## src/rtl/ring_arb_pkg.sv

```systemverilog
// Shared types and default constants for the ring-token round-robin arbiter.
package ring_arb_pkg;

  typedef enum logic {
    IDLE = 1'b0,
    BUSY = 1'b1
  } state_t;

  localparam int N_DEF        = 4;
  localparam int MAX_HOLD_DEF = 8;

endpackage : ring_arb_pkg

```

## src/rtl/ring_ptr.sv

```systemverilog
// One-hot priority token. On advance it loads the releasing owner rotated
// left by one, so the token lands just past whoever gave up the resource.
module ring_ptr
  import ring_arb_pkg::*;
#(
  parameter int N = N_DEF
) (
  input  logic         clk,
  input  logic         rst,
  input  logic         adv_i,
  input  logic [N-1:0] owner_i,
  output logic [N-1:0] ptr_o
);

  logic [N-1:0] ptr_q;

  // NOTE: sequential state is written only with <= so every flop samples
  // the pre-edge values of its inputs, independent of block ordering.
  always_ff @(posedge clk or posedge rst) begin
    if (rst) begin
      ptr_q <= N'(1);
    end else if (adv_i) begin
      ptr_q <= {owner_i[N-2:0], owner_i[N-1]};
    end
  end

  assign ptr_o = ptr_q;

endmodule : ring_ptr

```

## src/rtl/ring_rr_arbiter.sv

```systemverilog
// Round-robin arbiter with a one-hot token pointer and registered grant.
// Define RR_TIMEOUT_EN to force release after MAX_HOLD busy cycles.
module ring_rr_arbiter
  import ring_arb_pkg::*;
#(
  parameter int N        = N_DEF,
  parameter int MAX_HOLD = MAX_HOLD_DEF,
  parameter int IW       = $clog2(N)
) (
  input  logic          clk,
  input  logic          rst,
  input  logic [N-1:0]  req,
  output logic [N-1:0]  gnt,
  output logic          gnt_valid,
  output logic [IW-1:0] gnt_idx,
  output logic [N-1:0]  ptr
);

  if (N < 2)        begin : g_bad_n    $error("ring_rr_arbiter: N must be at least 2"); end
  if (MAX_HOLD < 1) begin : g_bad_hold $error("ring_rr_arbiter: MAX_HOLD must be at least 1"); end

  state_t        state_q, state_d;
  logic [N-1:0]  gnt_q, gnt_d;
  logic [IW-1:0] idx_q, idx_d;
  logic          valid_q, valid_d;
  logic          adv;
  logic          release_req;
  logic [IW-1:0] ptr_pos;
  logic [IW-1:0] win_idx;

  ring_ptr #(.N(N)) u_ring_ptr (
    .clk     (clk),
    .rst     (rst),
    .adv_i   (adv),
    .owner_i (gnt_q),
    .ptr_o   (ptr)
  );

  // Scan from the token position upward with wrap; the nearest set request wins.
  always_comb begin
    ptr_pos = '0;
    win_idx = '0;
    for (int i = 0; i < N; i++) begin
      if (ptr[i]) ptr_pos = IW'(i);
    end
    for (int k = N - 1; k >= 0; k--) begin
      int j;
      j = int'(ptr_pos) + k;
      if (j >= N) j = j - N;
      if (req[j]) win_idx = IW'(j);
    end
  end

`ifdef RR_TIMEOUT_EN
  localparam int HW = $clog2(MAX_HOLD + 1);
  logic [HW-1:0] hold_q, hold_d;

  assign release_req = ~|(req & gnt_q) || (hold_q == HW'(MAX_HOLD));
`else
  assign release_req = ~|(req & gnt_q);
`endif

  // NOTE: every variable driven here gets a default first, so no path
  // through the case can leave one unassigned and infer a latch.
  always_comb begin
    state_d = state_q;
    gnt_d   = gnt_q;
    idx_d   = idx_q;
    valid_d = valid_q;
    adv     = 1'b0;
`ifdef RR_TIMEOUT_EN
    hold_d  = hold_q;
`endif
    unique case (state_q)
      IDLE: begin
        if (|req) begin
          gnt_d   = N'(1) << win_idx;
          idx_d   = win_idx;
          valid_d = 1'b1;
          state_d = BUSY;
`ifdef RR_TIMEOUT_EN
          hold_d  = HW'(1);
`endif
        end
      end
      BUSY: begin
        if (release_req) begin
          gnt_d   = '0;
          idx_d   = '0;
          valid_d = 1'b0;
          adv     = 1'b1;
          state_d = IDLE;
`ifdef RR_TIMEOUT_EN
          hold_d  = '0;
        end else begin
          hold_d  = hold_q + HW'(1);
`endif
        end
      end
      default: state_d = IDLE;
    endcase
  end

  always_ff @(posedge clk or posedge rst) begin
    if (rst) begin
      state_q <= IDLE;
      gnt_q   <= '0;
      idx_q   <= '0;
      valid_q <= 1'b0;
`ifdef RR_TIMEOUT_EN
      hold_q  <= '0;
`endif
    end else begin
      state_q <= state_d;
      gnt_q   <= gnt_d;
      idx_q   <= idx_d;
      valid_q <= valid_d;
`ifdef RR_TIMEOUT_EN
      hold_q  <= hold_d;
`endif
    end
  end

  assign gnt       = gnt_q;
  assign gnt_valid = valid_q;
  assign gnt_idx   = idx_q;

endmodule : ring_rr_arbiter

```

## config.mk

```make
export PLATFORM = sky130hd
export DESIGN_NAME = ring_rr_arbiter
export DESIGN_NICKNAME = d
export VERILOG_FILES = /design/src/rtl/ring_arb_pkg.sv /design/src/rtl/ring_ptr.sv /design/src/rtl/ring_rr_arbiter.sv
export SDC_FILE = /design/constraint.sdc
export NUM_CORES = 1
export LEC_CHECK = 0
export ABC_CLOCK_PERIOD_IN_PS = 4690
export CORE_AREA = 4 4 46 64
export CTS_CLUSTER_SIZE = 30
export DETAILED_ROUTE_END_ITERATION = 6
export DIE_AREA = 0 0 50 68
export GPL_TIMING_DRIVEN = 0
export SLEW_MARGIN = 20
export SYNTH_ARGS = -nofsm -noshare
export SYNTH_HDL_FRONTEND = slang
export SYNTH_SLANG_ARGS = --single-unit
```

## constraint.sdc

```tcl
create_clock -name clk -period 4.69 [get_ports clk]
set_input_delay 0.938 -clock clk [delete_from_list [all_inputs] [get_ports clk]]
set_output_delay 0.938 -clock clk [all_outputs]
set_load 0.01 [all_outputs]
```

==> reports/qor.txt, run 1 <==
Final worst setup slack -> 2.13 ns
Post-cts resize count -> 0
Drt total wl -> 1520 µm
Max cap viols -> 0
Fin crit period -> 2.56 ns
Hold crit path type -> register to register
Setup TNS -> 0 ns
Internal power -> 0.000357 W
Port bufs -> 16
Final setup violation count -> 0
Routability cong. -> 0.853
Pre-Repair DR Iteration Count -> 4
Reg clk slew, reported paths -> 0.07 ns
Prevailing post-synth register cell -> dfrtp_1
Detailed-route vias per instance -> 5.09
Worst Path Max Fanout -> 7
Detail Placement HPWL -> 1100 µm
Comb pwr share -> 0.547
Worst Tran Pin Value -> 0.445 ns
Fin crit share -> 0.545
Die height -> 68 µm
Fin. max-slew vios -> 0
Area growth, synth to finish -> 33.7%
Post-synth EDFFs -> 0
Die area -> 3400 µm²
Footprint of the multi-input gates -> 359 µm²
Initial core utilization -> 0.284
GR Util All Layers -> 0.0983
Row count -> 21
Critical Path RT -> 4.85 ns
Worst-case clock buffer depth -> 2
DIE WIDTH -> 50 µm
CP endpoint kind -> register
DR iter-0 viols -> 13
Top cell type by total area after synthesis -> dfrtp_1
Worst Clk Skew -> 0.00830 ns
TritonCTS Buffers -> 3
Io pins -> 17
Global-route wire length before repair -> 2560 µm
# diodes -> 0
Startpoint types -> input pin
Core area -> 2390 µm²
Layout cells sized above 1 -> 0.185
Initial antenna violation count -> 0
# nets final -> 88
Fill count -> 244
Vias in the first global route -> 593
Area contributors post-synth -> dfrtp_1 41%, mux2_2 6.6%, a22o_1 6.4%
Seq cells post-synth -> 12
Clk root buf -> clkbuf_4
Pleak -> 0.390 nW
Post-synthesis async set-or-reset flop share -> 1.00
RSZ-0062 raised after global routing -> no
Clock power share -> 0.114
Post-synthesis sequential area ratio -> 0.444
Mapped cell area -> 679 µm²
PD cells -> 622 nW/µm²
Later-pin clock latency in the skew report -> 0.27 ns
Yosys cell types -> 33
Area occupied by registers -> 302 µm²
Final-report hold violation count -> 0
GR Overflow Total -> 0
CTS sink cnt -> 12
Total net switching power -> 0.000208 W
Relative slew slack -> 0.703
Post-DR wirelength/cell -> 13.3 µm
Post-route DRC violation count -> 0
CTS Hold Bufs -> 0
Synthesized netlist cell count -> 61
Critical path class -> input pin to register
Part of the power in registers -> 0.339
CTS tree -> built
Sw Share -> 0.369
Fmax -> 391 MHz
Net Count, Synth -> 67
Number of buffers added for setup after CTS -> 0
Outcome -> complete, no violations
H-tree Lvls -> 1
Syn. warnings -> 0
CP arrival -> 2.72 ns
Largest net degree at the start of global routing -> 13
Final ANT Viol Nets -> 0
Vias -> 585
Post-synth top area share -> 0.405
Worst slack at placement -> 1.86 ns
Mapped Avg Cell Area -> 11.1 µm²
Max IR drop VDD -> 0.000338 V
[power groups by stage]
stage	sequential, W	clock, W	combinational [W]
2_1_floorplan	0.000200	0	0.000187
3_3_place_gp	0.000193	0	0.000310
6_report	0.000192	0.0000642	0.000309
5_1_grt	0.000199	0.0000740	0.000337
3_5_place_dp	0.000193	0	0.000310
4_1_cts	0.000192	0.0000682	0.000313
[stage by stage]
step	utilization	power, W	area [µm²]	std cells	hold WS [ns]
after floorplan	-	0.000387	679	61	0.496
after global placement	0.369	0.000504	882	111	0.467
after detailed placement	0.369	0.000504	882	111	0.470
after CTS	0.380	0.000573	908	115	0.492
after global routing	0.380	0.000610	908	115	0.522
final	0.380	0.000565	908	115	0.498
[sequential cells by signal, summed over array words and instances, names as in the netlist]
register,cells
gnt,4
u_ring_ptr.ptr_o,4
gnt_idx,2
gnt_valid,1
state_q,1
[worst max-delay path, cell delays in order]
cell	delay (ns)
clkdlybuf4s50_1	0.53
a211oi_1	0.26
o21ai_0	0.13
a31oi_2	0.28
mux2_4	0.35
a22o_1	0.23
[worst paths after layout]
kind | from | end | slack (ns) | cells past startpoint
max in group asynchronous | rst | u_ring_ptr.ptr_o[0]$_DFFE_PP1P_ | 3.38 | 2
worst min-delay path | gnt_idx[1]$_DFFE_PP0P_ | gnt_idx[1]$_DFFE_PP0P_ | 0.50 | 1
min in group asynchronous | rst | gnt[0]$_DFFE_PP0P_ | 0.97 | 2
worst max-delay path | req[3] | gnt_idx[0]$_DFFE_PP0P_ | 2.13 | 6
worst max register to register | u_ring_ptr.ptr_o[3]$_DFFE_PP0P_ | gnt_idx[0]$_DFFE_PP0P_ | 2.86 | 6
worst min register to register | gnt_idx[1]$_DFFE_PP0P_ | gnt_idx[1]$_DFFE_PP0P_ | 0.50 | 1
[cell usage in the layout, fill, tap and decap left out, types with 2 or more instances in the layout]
master	n
mux2_2	4
nor2_1	3
inv_1	3
a22o_1	5
a22oi_1	3
clkbuf_4	3
o21ai_0	2
nand2b_1	2
a21o_1	2
dfrtp_1	11
mux2i_1	2
clkdlybuf4s50_1	16
nand2_1	2
[per-layer routing]
layer	track usage	part of all wire
met1	0.125	0.47
met2	0.152	0.46
met3	0.0196	0.052
met4	0.0623	0.012
met5	0	0
[area by class of cell]
type	count	area share
Buffer	1	0.00826
Clock buffer	4	0.0289
Inverter	3	0.0124
Multi-Input combinational cell	45	0.395
Sequential cell	12	0.332
Tap cell	34	0.0468
Timing Repair Buffer	16	0.176
[cell families after synthesis]
kind of cell           synth area share
AO/OA/AOI/OAI                     0.260
AND/OR/NAND/NOR                   0.151
flip-flops                        0.444
multiplexers                      0.118
buffers and inverters            0.0276
[Yosys cell counts (all sizes together) (2+ instances only)]
library cell,n
o21ai,2
a22oi,3
inv,3
a31oi,2
a21o,3
nand2,2
mux2i,2
dfrtp,11
a22o,5
and2,2
mux2,5
nor2,3
nand2b,2
No activity file was read; power rests on OpenSTA's default activity.
==> inputs of run 2 (changes only) <==
Settings changed: ABC_CLOCK_PERIOD_IN_PS 4690 to 2400.
Clock period 4.69 ns to 2.4 ns, I/O delays scaled along.
==> results of run 2 <==
The final DEF is identical to that of run 1. Status: complete, no violations.
Main changes from that run: setup slack after placement 1.86 ns -> 0.0257 ns; setup slack after layout 2.13 ns -> 0.302 ns; register-to-register setup slack 2.86 ns -> 0.57 ns; total power 0.000565 W -> 0.00110 W; worst IR drop on VDD 0.000338 V -> 0.000660 V
==> inputs of run 3 (changes only) <==
Settings changed: CAP_MARGIN set to 20, CORE_AREA 4 4 46 64 to 4 4 44 46, DIE_AREA 0 0 50 68 to 0 0 48 50, PLACE_DENSITY set to 0.75.
==> reports/qor.txt, run 3 (synthesis results as in run 1) <==
Outcome -> complete, no violations
Post-DR wirelength/cell -> 15.8 µm
Pleak -> 0.396 nW
Core area -> 1510 µm²
DR iter-0 viols -> 14
Vias in the first global route -> 604
Clock power share -> 0.141
Max cap viols -> 0
Worst Path Max Fanout -> 7
Post-cts resize count -> 0
Layout cells sized above 1 -> 0.198
Total net switching power -> 0.000423 W
Footprint of the multi-input gates -> 359 µm²
Port bufs -> 16
DIE WIDTH -> 48 µm
CTS Hold Bufs -> 0
Most frequent cells in the layout -> 16 x clkdlybuf4s50_1, 11 x dfrtp_1, 5 x a22o_1
Internal power -> 0.000725 W
Number of buffers added for setup after CTS -> 0
Fin crit share -> 0.876
Area occupied by registers -> 302 µm²
Sw Share -> 0.368
Clk root buf -> clkbuf_4
Largest net degree at the start of global routing -> 13
# nets final -> 88
Initial core utilization -> 0.451
GR Util All Layers -> 0.151
Die height -> 50 µm
PD cells -> 1280 nW/µm²
Fin crit period -> 2.10 ns
Pre-Repair DR Iteration Count -> 4
Worst slack at placement -> 0.0289 ns
Placed insts -> 93
Hold crit path type -> input pin to async pin
Fill count -> 134
Worst-case clock buffer depth -> 2
Part of the power in registers -> 0.327
# diodes -> 0
Global-route wire length before repair -> 2650 µm
Later-pin clock latency in the skew report -> 0.28 ns
Die area -> 2400 µm²
Critical Path RT -> 2.57 ns
CP arrival -> 2.27 ns
Post-Route Utilization -> 0.595
Detailed-route vias per instance -> 5.95
Max IR drop VDD -> 0.000765 V
Reg clk slew, reported paths -> 0.08 ns
CTS sink cnt -> 12
Final ANT Viol Nets -> 0
Startpoint types -> input pin
Row count -> 14
Comb pwr share -> 0.532
Commonest non-fill, non-tap cell in the layout -> clkdlybuf4s50_1
Worst Clk Skew -> 0.00386 ns
Setup TNS -> 0 ns
Worst Tran Pin Value -> 0.447 ns
Final Hold Slack -> 0.498 ns
Io pins -> 17
Routability cong. -> 0.831
Fmax -> 476 MHz
Final worst setup slack -> 0.298 ns
Relative slew slack -> 0.702
Initial antenna violation count -> 0
Final setup violation count -> 0
Post-route DRC violation count -> 0
Vias -> 577
CP endpoint kind -> register
Fin cells -> 97
Critical path class -> input pin to register
TritonCTS Buffers -> 3
Fin. max-slew vios -> 0
Area growth, synth to finish -> 31.9%
RSZ-0062 raised after global routing -> no
H-tree Lvls -> 1
GR Overflow Total -> 0
Detail Placement HPWL -> 1080 µm
Final-report hold violation count -> 0
CTS tree -> built
Drt total wl -> 1540 µm
[run 3: changes by cell type in the layout (fill, tap and decap cells not counted)]
cell / change
clkbuf_1: -1
clkbuf_8: +1
[run 3: critical path: stages]
cell             delay (ns)
clkdlybuf4s50_1        0.55
a211oi_1               0.27
o21ai_0                0.13
a31oi_2                0.27
mux2_4                 0.34
a22o_1                 0.23
[run 3: layout make-up]
cell class / instances / area share
plain buffers: 1 / 0.00838
clock buffers: 4 / 0.0405
well taps: 16 / 0.0223
multi-input cells: 45 / 0.401
inverters: 3 / 0.0126
repair buffers: 16 / 0.179
flip-flops and latches: 12 / 0.337
[run 3: power by group through the flow]
stage               Sequential (W)  Clock [W]  Combinational (W)
finish                    0.000375   0.000162           0.000611
global route              0.000393   0.000172           0.000675
CTS                       0.000376   0.000162           0.000614
detailed placement        0.000380          0           0.000604
global placement          0.000375          0           0.000602
floorplan                 0.000391          0           0.000365
[run 3: routing by layer]
layer | wire (µm) | track usage
met2 | 689 | 0.220
met1 | 750 | 0.210
met3 | 66 | 0.0255
met4 | 29 | 0.0673
met5 | 0 | 0
[run 3: metrics by stage]
step | instance area [µm²] | total power [W]
2_1_floorplan | 679 | 0.000756
3_3_place_gp | 860 | 0.000977
3_5_place_dp | 860 | 0.000983
4_1_cts | 896 | 0.00115
5_1_grt | 896 | 0.00124
6_report | 896 | 0.00115
[run 3: final timing paths]
path,cells after the start,start,slack [ns],endpoint
max reg2reg,6,u_ring_ptr.ptr_o[3]$_DFFE_PP0P_,0.57,gnt_idx[0]$_DFFE_PP0P_
min in group clk,1,gnt_valid$_DFFE_PP0P_,0.51,gnt_valid$_DFFE_PP0P_
min reg2reg,1,gnt_valid$_DFFE_PP0P_,0.51,gnt_valid$_DFFE_PP0P_
max,6,req[3],0.30,gnt_idx[0]$_DFFE_PP0P_
min,2,rst,0.50,gnt[0]$_DFFE_PP0P_
max in group asynchronous,2,rst,1.57,u_ring_ptr.ptr_o[0]$_DFFE_PP1P_
